$ cat src/rtl/instr_fetch_unit.sv
// Instruction fetch stage: owns the PC, issues word reads to instruction memory,
// tracks the PC of every outstanding request and buffers returned words in a
// small prefetch FIFO that decode drains through a valid/ready port. A redirect
// empties the FIFO and marks the responses still in flight as stale so they are
// dropped when they come back.
module instr_fetch_unit #(
   parameter int unsigned DEPTH     = 4,
   parameter logic [31:0] RESET_PC  = 32'h0000_0000,
   parameter logic [31:0] NOP_INSTR = 32'h0000_0013
) (
   input  logic        clock,
   input  logic        reset,
   output logic        imem_req_valid,
   input  logic        imem_req_ready,
   output logic [31:0] imem_req_addr,
   input  logic        imem_rsp_valid,
   input  logic [31:0] imem_rsp_data,
   input  logic        redirect,
   input  logic [31:0] redirect_pc,
   output logic        out_valid,
   input  logic        out_ready,
   output logic [31:0] out_pc,
   output logic [31:0] out_instr
);

   localparam int PW = $clog2(DEPTH);
   localparam int CW = PW + 1;
   // count + inflight must stay strictly below this before a new request goes out
   localparam logic [CW:0] CREDIT_LIMIT = (CW + 1)'(DEPTH);

   logic [31:0]   pc_q, pc_d;
   logic [CW-1:0] count_q, count_d;
   logic [CW-1:0] inflight_q, inflight_d;
   logic [CW-1:0] stale_q, stale_d;
   logic [PW-1:0] wr_ptr_q, wr_ptr_d;
   logic [PW-1:0] rd_ptr_q, rd_ptr_d;
   logic [PW-1:0] tag_wr_q, tag_wr_d;
   logic [PW-1:0] tag_rd_q, tag_rd_d;

   // Prefetch FIFO payload and the in-order queue of outstanding request PCs.
   logic [31:0] fifo_pc_mem    [DEPTH];
   logic [31:0] fifo_instr_mem [DEPTH];
   logic [31:0] tag_mem        [DEPTH];

   logic credit_ok;
   logic req_fire;
   logic rsp_take;
   logic rsp_drop;
   logic push;
   logic pop;

   // Outstanding requests still hold their credit even when stale, so the FIFO
   // can always absorb every response that is not dropped.
   assign credit_ok = ({1'b0, count_q} + {1'b0, inflight_q}) < CREDIT_LIMIT;

   assign imem_req_valid = !reset && !redirect && credit_ok;
   assign imem_req_addr  = pc_q;
   assign req_fire       = imem_req_valid && imem_req_ready;

   // A response with nothing outstanding is a protocol error and is ignored.
   assign rsp_take = imem_rsp_valid && (inflight_q != '0);
   // A response arriving in the redirect cycle belongs to the old path as well.
   assign rsp_drop = rsp_take && (redirect || (stale_q != '0));
   assign push     = rsp_take && !rsp_drop;
   assign pop      = out_valid && out_ready && !redirect;

   assign out_valid = (count_q != '0);
   assign out_pc    = out_valid ? fifo_pc_mem[rd_ptr_q] : 32'h0000_0000;
   assign out_instr = out_valid ? fifo_instr_mem[rd_ptr_q] : NOP_INSTR;

   // Next-state computation for PC, credit counters and queue pointers.
   always_comb begin
      pc_d       = pc_q;
      count_d    = count_q;
      inflight_d = inflight_q;
      stale_d    = stale_q;
      wr_ptr_d   = wr_ptr_q;
      rd_ptr_d   = rd_ptr_q;
      tag_wr_d   = tag_wr_q;
      tag_rd_d   = tag_rd_q;

      if (req_fire) begin
         pc_d     = pc_q + 32'd4;
         tag_wr_d = tag_wr_q + PW'(1);
      end

      // Every accepted response retires its tag, stale or not.
      if (rsp_take) begin
         tag_rd_d = tag_rd_q + PW'(1);
      end

      case ({req_fire, rsp_take})
         2'b10:   inflight_d = inflight_q + CW'(1);
         2'b01:   inflight_d = inflight_q - CW'(1);
         default: inflight_d = inflight_q;
      endcase

      if (redirect) begin
         pc_d     = {redirect_pc[31:2], 2'b00};
         stale_d  = rsp_take ? (inflight_q - CW'(1)) : inflight_q;
         count_d  = '0;
         rd_ptr_d = wr_ptr_q;
      end else begin
         if (rsp_take && (stale_q != '0)) begin
            stale_d = stale_q - CW'(1);
         end
         if (push) begin
            wr_ptr_d = wr_ptr_q + PW'(1);
         end
         if (pop) begin
            rd_ptr_d = rd_ptr_q + PW'(1);
         end
         case ({push, pop})
            2'b10:   count_d = count_q + CW'(1);
            2'b01:   count_d = count_q - CW'(1);
            default: count_d = count_q;
         endcase
      end
   end

   // State registers with synchronous reset.
   always_ff @(posedge clock) begin
      if (reset) begin
         pc_q       <= RESET_PC;
         count_q    <= '0;
         inflight_q <= '0;
         stale_q    <= '0;
         wr_ptr_q   <= '0;
         rd_ptr_q   <= '0;
         tag_wr_q   <= '0;
         tag_rd_q   <= '0;
      end else begin
         pc_q       <= pc_d;
         count_q    <= count_d;
         inflight_q <= inflight_d;
         stale_q    <= stale_d;
         wr_ptr_q   <= wr_ptr_d;
         rd_ptr_q   <= rd_ptr_d;
         tag_wr_q   <= tag_wr_d;
         tag_rd_q   <= tag_rd_d;
      end
   end

   // Storage writes: request PC into the tag queue, returned word into the FIFO.
   always_ff @(posedge clock) begin
      if (!reset && req_fire) begin
         tag_mem[tag_wr_q] <= pc_q;
      end
      if (!reset && push) begin
         fifo_pc_mem[wr_ptr_q]    <= tag_mem[tag_rd_q];
         fifo_instr_mem[wr_ptr_q] <= imem_rsp_data;
      end
   end

endmodule

$ cat config.mk
export PLATFORM = sky130hd
export DESIGN_NAME = instr_fetch_unit
export DESIGN_NICKNAME = d
export VERILOG_FILES = /design/src/rtl/instr_fetch_unit.sv
export SDC_FILE = /design/constraint.sdc
export NUM_CORES = 1
export LEC_CHECK = 0
export CAP_MARGIN = 20
export CORE_UTILIZATION = 51
export CTS_CLUSTER_DIAMETER = 200
export CTS_CLUSTER_SIZE = 24
export DETAILED_ROUTE_END_ITERATION = 7
export HOLD_SLACK_MARGIN = 0.08
export MAX_ROUTING_LAYER = met4
export PLACE_DENSITY_LB_ADDON = 0.3
export SYNTH_ARGS = -nofsm -noshare
export SYNTH_HDL_FRONTEND = slang
export SYNTH_SLANG_ARGS = --single-unit
export TNS_END_PERCENT = 50
$ cat constraint.sdc
create_clock -name clock -period 3.49 [get_ports clock]
set_clock_uncertainty 0.2 [all_clocks]
set_input_delay 0.5235 -clock clock [delete_from_list [all_inputs] [get_ports clock]]
set_output_delay 0.5235 -clock clock [all_outputs]
set_load 0.01 [all_outputs]
# ---- Word level (Yosys, flattened, before mapping)
# Memories as Yosys holds them, arrays and structs flattened. A register that Yosys moved wholly into a read port is not among the register bits.
# Index checks and enable logic that the tools add are counted.
dict set report word_totals {
  register_bits 49
  latch_bits 0
  ramBits 384
  romBits 0
  in_bits 70
  out_inout_bits 98
  elab_cells 75
  n_memories 3
}
# name depth word_bits rd rd_ports_with_merged_regs wr line_no
set memory_table {}
lappend memory_table {fifo_instr_mem 4 32 1 1 1 42} ;# logic [31:0] fifo_instr_mem [DEPTH];
lappend memory_table {fifo_pc_mem 4 32 1 1 1 41} ;# logic [31:0] fifo_pc_mem [DEPTH];
lappend memory_table {tag_mem 4 32 1 1 1 43} ;# logic [31:0] tag_mem [DEPTH];
dict set report op_classes {
  add_sub_neg 11
  multipliers 0
  div_mod_pow 0
  magnitude_cmp 1
  eq_ne 4
  shift 0
  n_mux 21
  bitwise_logic 1
  reduce_logical 25
}
# cell count
set ops {}
lappend ops {{32-bit two-way mux} 4}
lappend ops {{32-bit by 3-bit adder with 32-bit output, second input constant} 1}
lappend ops {{2-bit two-way mux} 8}
lappend ops {{3-bit one-hot mux with 2 select lines} 2}
lappend ops {{1-bit logical AND} 11}
lappend ops {{2-bit nonzero test} 5}
lappend ops {{3-bit two-way mux} 3}
lappend ops {{3-bit nonzero test} 3}
lappend ops {{3-bit by 1-bit subtractor with 3-bit output, second input constant} 3}
lappend ops {{2-bit by 1-bit adder with 2-bit output, second input constant} 4}
lappend ops {{3-bit by 1-bit adder with 3-bit output, second input constant} 2}
lappend ops {{3-bit by 3-bit adder with 4-bit output} 1}
lappend ops {{2-bit by 1-bit equality test with 1-bit output, second input constant} 2}
lappend ops {{2-bit equality test, second input constant} 2}
lappend ops {{4-bit by 3-bit less-than comparator with 1-bit output, second input constant} 1}
lappend ops {{1-bit two-way mux} 4}
lappend ops {{1-bit zero test} 3}
lappend ops {{2-bit AND reduction} 1}
lappend ops {{2-bit OR reduction} 1}
lappend ops {{1-bit logical OR} 1}
lappend ops {{1-bit inverter} 1}

# ---- Logic depth before layout (Yosys ltp)
dict set report logic_depth {
  depth_word 8
  mapped_depth 12
  ltp_nobuf 12
}

# ---- Least setup slack after synthesis
# OpenSTA, ideal clock, no wires.
dict set report synth_path {
  path_kind {reg2reg}
  from {reg inflight_q[0]}
  to {mem fifo_instr_mem[0][0] (enable)}
  setup_ns 0.427
  t_arrival_ns 3.102
  required_ns 2.863
  path_slack_ns -0.239
  stages_incl_launch_ff 9
  n_path_buf 0
  synth_period_minus_slack_ns 3.729
  cell_sequence {dfxtp_1 -> inv_1 -> ha_1 -> ha_1 -> nand2b_1 -> nor3_1 -> inv_1 -> nor2_1 -> and2_1}
}
dict set report synth_via {
  elab_chain_len 8
}
# element line_no
set synth_lines {}
lappend synth_lines {{from (decl)} 33} ;# logic [CW-1:0] inflight_q, inflight_d;
lappend synth_lines {{from (signal assigned)} 135} ;# inflight_q <= inflight_d;
lappend synth_lines {{3-bit nonzero test (*)} 61} ;# assign rsp_take = imem_rsp_valid && (inflight_q != '0);
lappend synth_lines {{1-bit logical AND (*)} 61}
lappend synth_lines {{1-bit logical AND} 63} ;# assign rsp_drop = rsp_take && (redirect || (stale_q != '0));
lappend synth_lines {{1-bit zero test} 64} ;# assign push = rsp_take && !rsp_drop;
lappend synth_lines {{1-bit logical AND (*)} 64}
lappend synth_lines {{1-bit logical AND (*)} 149} ;# if (!reset && push) begin
lappend synth_lines {{1-bit two-way mux (*)} 149}
lappend synth_lines {{1-bit two-way mux (implied by the code) (*)} 151} ;# fifo_instr_mem[wr_ptr_q] <= imem_rsp_data;
lappend synth_lines {{to (decl)} 42}
# Every way passes the cells marked *; elsewhere a longest branch is shown, timed or not.

==> out/results.txt <==
The fraction of synthesis flops using an asynchronous set or reset pin works out to 0. At the end of the flow, the number of nets in the layout was 1182. Number of antenna violations at the first check in global routing: 0. After detailed placement, the design holds a cell count of 1505. The count of vias placed by the detailed router came out at 8655. The min-delay analysis places its worst path in the category flip-flop to flip-flop.

Global routing finished with a remaining overflow of 0. After synthesis, the mean cell area works out to 18.11 sq um. The share of the cycle needed by the critical path after routing was 0.9564; the wire length per cell was 20.51 microns. The number of storage elements in the synthesis netlist was 419; the setup TNS was 0 ns.

The insertion delay to the later sink of the worst-skew pair is 0.53 ns. The run gives 48720 microns as the first-pass GRT wire length. Derived from the worst setup path, the maximum achievable clock frequency is 299.6 MHz. The worst hold path begins at wr_ptr_q[1]. The via count of the first global-routing pass is 8637, and the net switching power figure is 2.231 mW. Entering global routing, the biggest net connects 63 pins. The run finished with clean final reports. The global routing usage on met1 came out at 0.2756. The cell row count came out at 65. CTS saw 419 sinks. The number of non-filler instances in the completed layout came out at 1534. The critical path goes through buf_4 > mux4_2 > and2_1 > clkdlybuf4s50_1. The area growth from synthesis to layout is 18.00%. The global placement routability congestion came out at 0.9047. The finished cells cover 19550 sq um. The fraction of layout cells with a size suffix above 1 came out at 0.1547.

The number of ports placed on the die boundary came out at 168. Along the worst path, the maximum fanout reaches 14. The count of synthesis-stage warnings from yosys was 0; the shortest clock period the worst path allows after layout was 3.338 ns.

After detailed routing, the number of remaining DRC violations is 0. The count of routing violations after the opening detailed-route iteration is 566, and the number of cells on the worst hold path is 2. The worst setup path is launched from a flip-flop.

Summed over all layers, the routed wires come to 31470 microns. The setup fix buffers added after clock tree synthesis was 0; the filler cell count in the final layout was 2283. Setup violations remaining at the end of the flow were counted as 0. The floorplan step defined a die boundary enclosing 33220 sq um. The number of port buffers was 161. After synthesis the cells add up to 16570 sq um. Combinational fraction of design power: 0.131.

The most used routing layer is met2. The clock passes through at most 3 buffers. The worst setup slack after placement was 0.3460 ns. The met3 track demand over resource in global routing was 0.02574. Yosys mapped a number of flops with a built-in enable equal to 368. Internal power comes to 7.530 mW. The run gives 0.1975 as the combined global-route utilization of all metal layers. TritonCTS built the clock tree. The run gives 1 as the depth of the CTS H-tree. The post-synthesis instance total is 915, and the final critical-path setup slack is 0.1521 ns. The portion of total power attributed to sequential cells came out at 0.606. In this run the horizontal extent of the chip is 182.3 microns.

In the synthesized netlist the dominant register cell turns out to be edfxtp_1. The die span in y was 182.3 microns. The relative contribution of the clock network to total power is 0.262, and the internal reg-to-reg setup slack is 0.61 ns.

Once placement finished, the instance area stood at 18970 sq um. The switching portion of total power works out to 0.2286. For the relative slew slack, the log shows 0.4429. The worst hold-check slack came out at 0.3085 ns.

On the critical path, the stage with the largest delay is an instance of dfxtp_4. The run gives 20260 microns as the half-perimeter wire length after placement. The delay of the slowest critical-path stage was 0.55 ns. The number of failing hold endpoints at the final stage is 0, and the first-pass detailed-route iteration total is 5. Counting cells, the worst reg-to-reg path comes to 10. The run gives 0.3183 as the global-route met2 utilization. The clock edge transition at the registers on the reported setup and hold paths is 0.09 ns.

IR analysis of the VDD net gives a maximum drop of 0.3069 mV. Of all cell types, the one taking the most synthesized area is edfxtp_1. The initial standard-cell utilization of the core is 0.5211, and the power density relative to cell area is 499.2 nW/um^2. Worst reg2reg path endpoint: fifo_instr_mem[2][14]. Sorting the synthesized cells by area gives the leading types as edfxtp_1, mux4_2, dfxtp_1, and2_1, ha_1. The max-slew violation count came out at 0. The sequential area share after synthesis was 0.7285; the antenna diode count was 0. Total leakage power: 6.114 nW. Element type at the critical path end: a primary output. The count of nets left with antenna violations after detail routing came out at 0. The unique cell type count in the Yosys netlist is 55. The startpoint identified for the worst register-to-register timing path is inflight_q[0]. Transition time at the pin with the least slew margin: 0.8356 ns.

Max-cap violations in this run came to 0. The total clock buffers created by CTS came out at 21. Area share of the leading cell type in the synthesized netlist: 0.6669. Critical path data required time: 2.77 ns. Clock tree synthesis selected as its root buffer the cell clkbuf_16. Critical path class: flip-flop to primary output. The hold-critical path endpoint is wr_ptr_q[1]. The via count normalized by instance count came out at 5.642.

For the worst setup path, the data arrival time is 2.61 ns. Setup repair after global routing left no endpoint under its margin. The total area inside the core boundary comes to 31800 sq um.
## through the flow
step                power (mW)    util
finish                   9.762  0.6149
global route             10.17  0.6149
CTS                      9.858  0.6147
detailed placement       7.338  0.5967
global placement         7.299  0.5967
floorplan                6.825       -
## registers in the layout (all words and copies together), names as in the netlist, 3 cells and up, named ones only
register / cells
count_q: 3
fifo_instr_mem: 128
fifo_pc_mem: 120
imem_req_addr: 30
inflight_q: 3
stale_q: 3
tag_mem: 120
## what timing repair did
item | CTS | global route
setup endpoints to repair | 58 | 15
hold buffers | 0 | 0
resized for setup | 1 | 1
## cells in the mapped netlist (3+ instances only)
library cell and instances:
edfxtp_1 368, mux4_2 92, and2_1 68, dfxtp_1 51, nor2_1 43, nand2_1 42
clkbuf_1 22, a21oi_1 21, inv_1 20, ha_1 18, o21ai_0 16, nand3_1 15
nand4_1 14, buf_2 12, a31oi_1 9, xnor2_1 9, xor2_1 8, o211ai_1 7
o311ai_0 7, a211oi_1 5, buf_4 5, nor3_1 4, nor4_1 4, a311oi_1 3
and3_1 3, buf_1 3, mux2_2 3, nand3b_1 3, nand4b_1 3, or2_2 3
## how the worst max path moves through the flow
| stage | start | to | slack [ns] | depth (start not counted) |
|---|---|---|---|---|
| after floorplan | inflight_q[0] | fifo_instr_mem[0][0] | 0.44 | 8 |
| after CTS | flip-flop | out_instr[22] | 0.09 | 4 |
| after global placement | imem_req_ready | inflight_q[2] | 0.36 | 8 |
| after global routing | flip-flop | out_instr[22] | 0.008 | 4 |
| after detailed placement | imem_req_ready | inflight_q[2] | 0.35 | 8 |
| final | flip-flop | out_instr[22] | 0.15 | 4 |
## routing by layer
metal	part of all wire	vias to the layer above
li1	-	3939
met1	0.44	4351
met2	0.48	325
met3	0.063	40
met4	0.017	0
met5	0	-
## cells by family (layout without fill, tap and decap cells)
| family | after synthesis | count (layout) | synth area share |
|---|---|---|---|
| other cells | 1 | 4 | 0.0002263 |
| flops | 419 | 419 | 0.7285 |
| xor+xnor | 17 | 17 | 0.008986 |
| fa+ha+maj | 19 | 19 | 0.01480 |
| mux | 95 | 95 | 0.1271 |
| buf+inv | 67 | 248 | 0.01812 |
| compound gates | 79 | 79 | 0.03081 |
| simple gates | 218 | 218 | 0.07143 |
## placed cells by master (no fill, tap or decap), types with 8 or more instances in the layout
cell type        instances
edfxtp_1               368
clkdlybuf4s50_1        161
mux4_2                  92
and2_1                  64
dfxtp_1                 47
nor2_1                  43
nand2_1                 42
a21oi_1                 21
clkbuf_16               21
buf_4                   21
inv_1                   20
ha_1                    18
o21ai_0                 16
nand3_1                 15
nand4_1                 14
buf_12                  14
xnor2_1                  9
a31oi_1                  9
xor2_1                   8
## worst max-delay path, delay by kind of cell, from the launching register on
kind	cells	cell delay, ns
flops	1	0.55
simple gates	1	0.18
mux	1	0.53
buf+inv	2	0.81
## power groups by stage
stage                     registers, mW  clock network (mW)  logic (mW)
after detailed placement           6.04                   0        1.30
after global routing               5.95                2.80        1.41
after CTS                          5.93                2.63        1.30
after floorplan                    5.93                   0       0.898
final                              5.92                2.56        1.28
after global placement             6.03                   0        1.27
## area by class of cell
cell class,instances,area [sq um],share of cell area
Clock inverter,1,16.27,0.0008319
Clock buffer,28,551.8,0.02822
Sequential cell,419,12080,0.6178
Timing Repair Buffer,196,2049,0.1048
Tap cell,435,544.3,0.02784
Inverter,23,86.33,0.004415
Multi-Input combinational cell,432,4225,0.2161
Note: power is estimated with default switching activity, not from simulation.
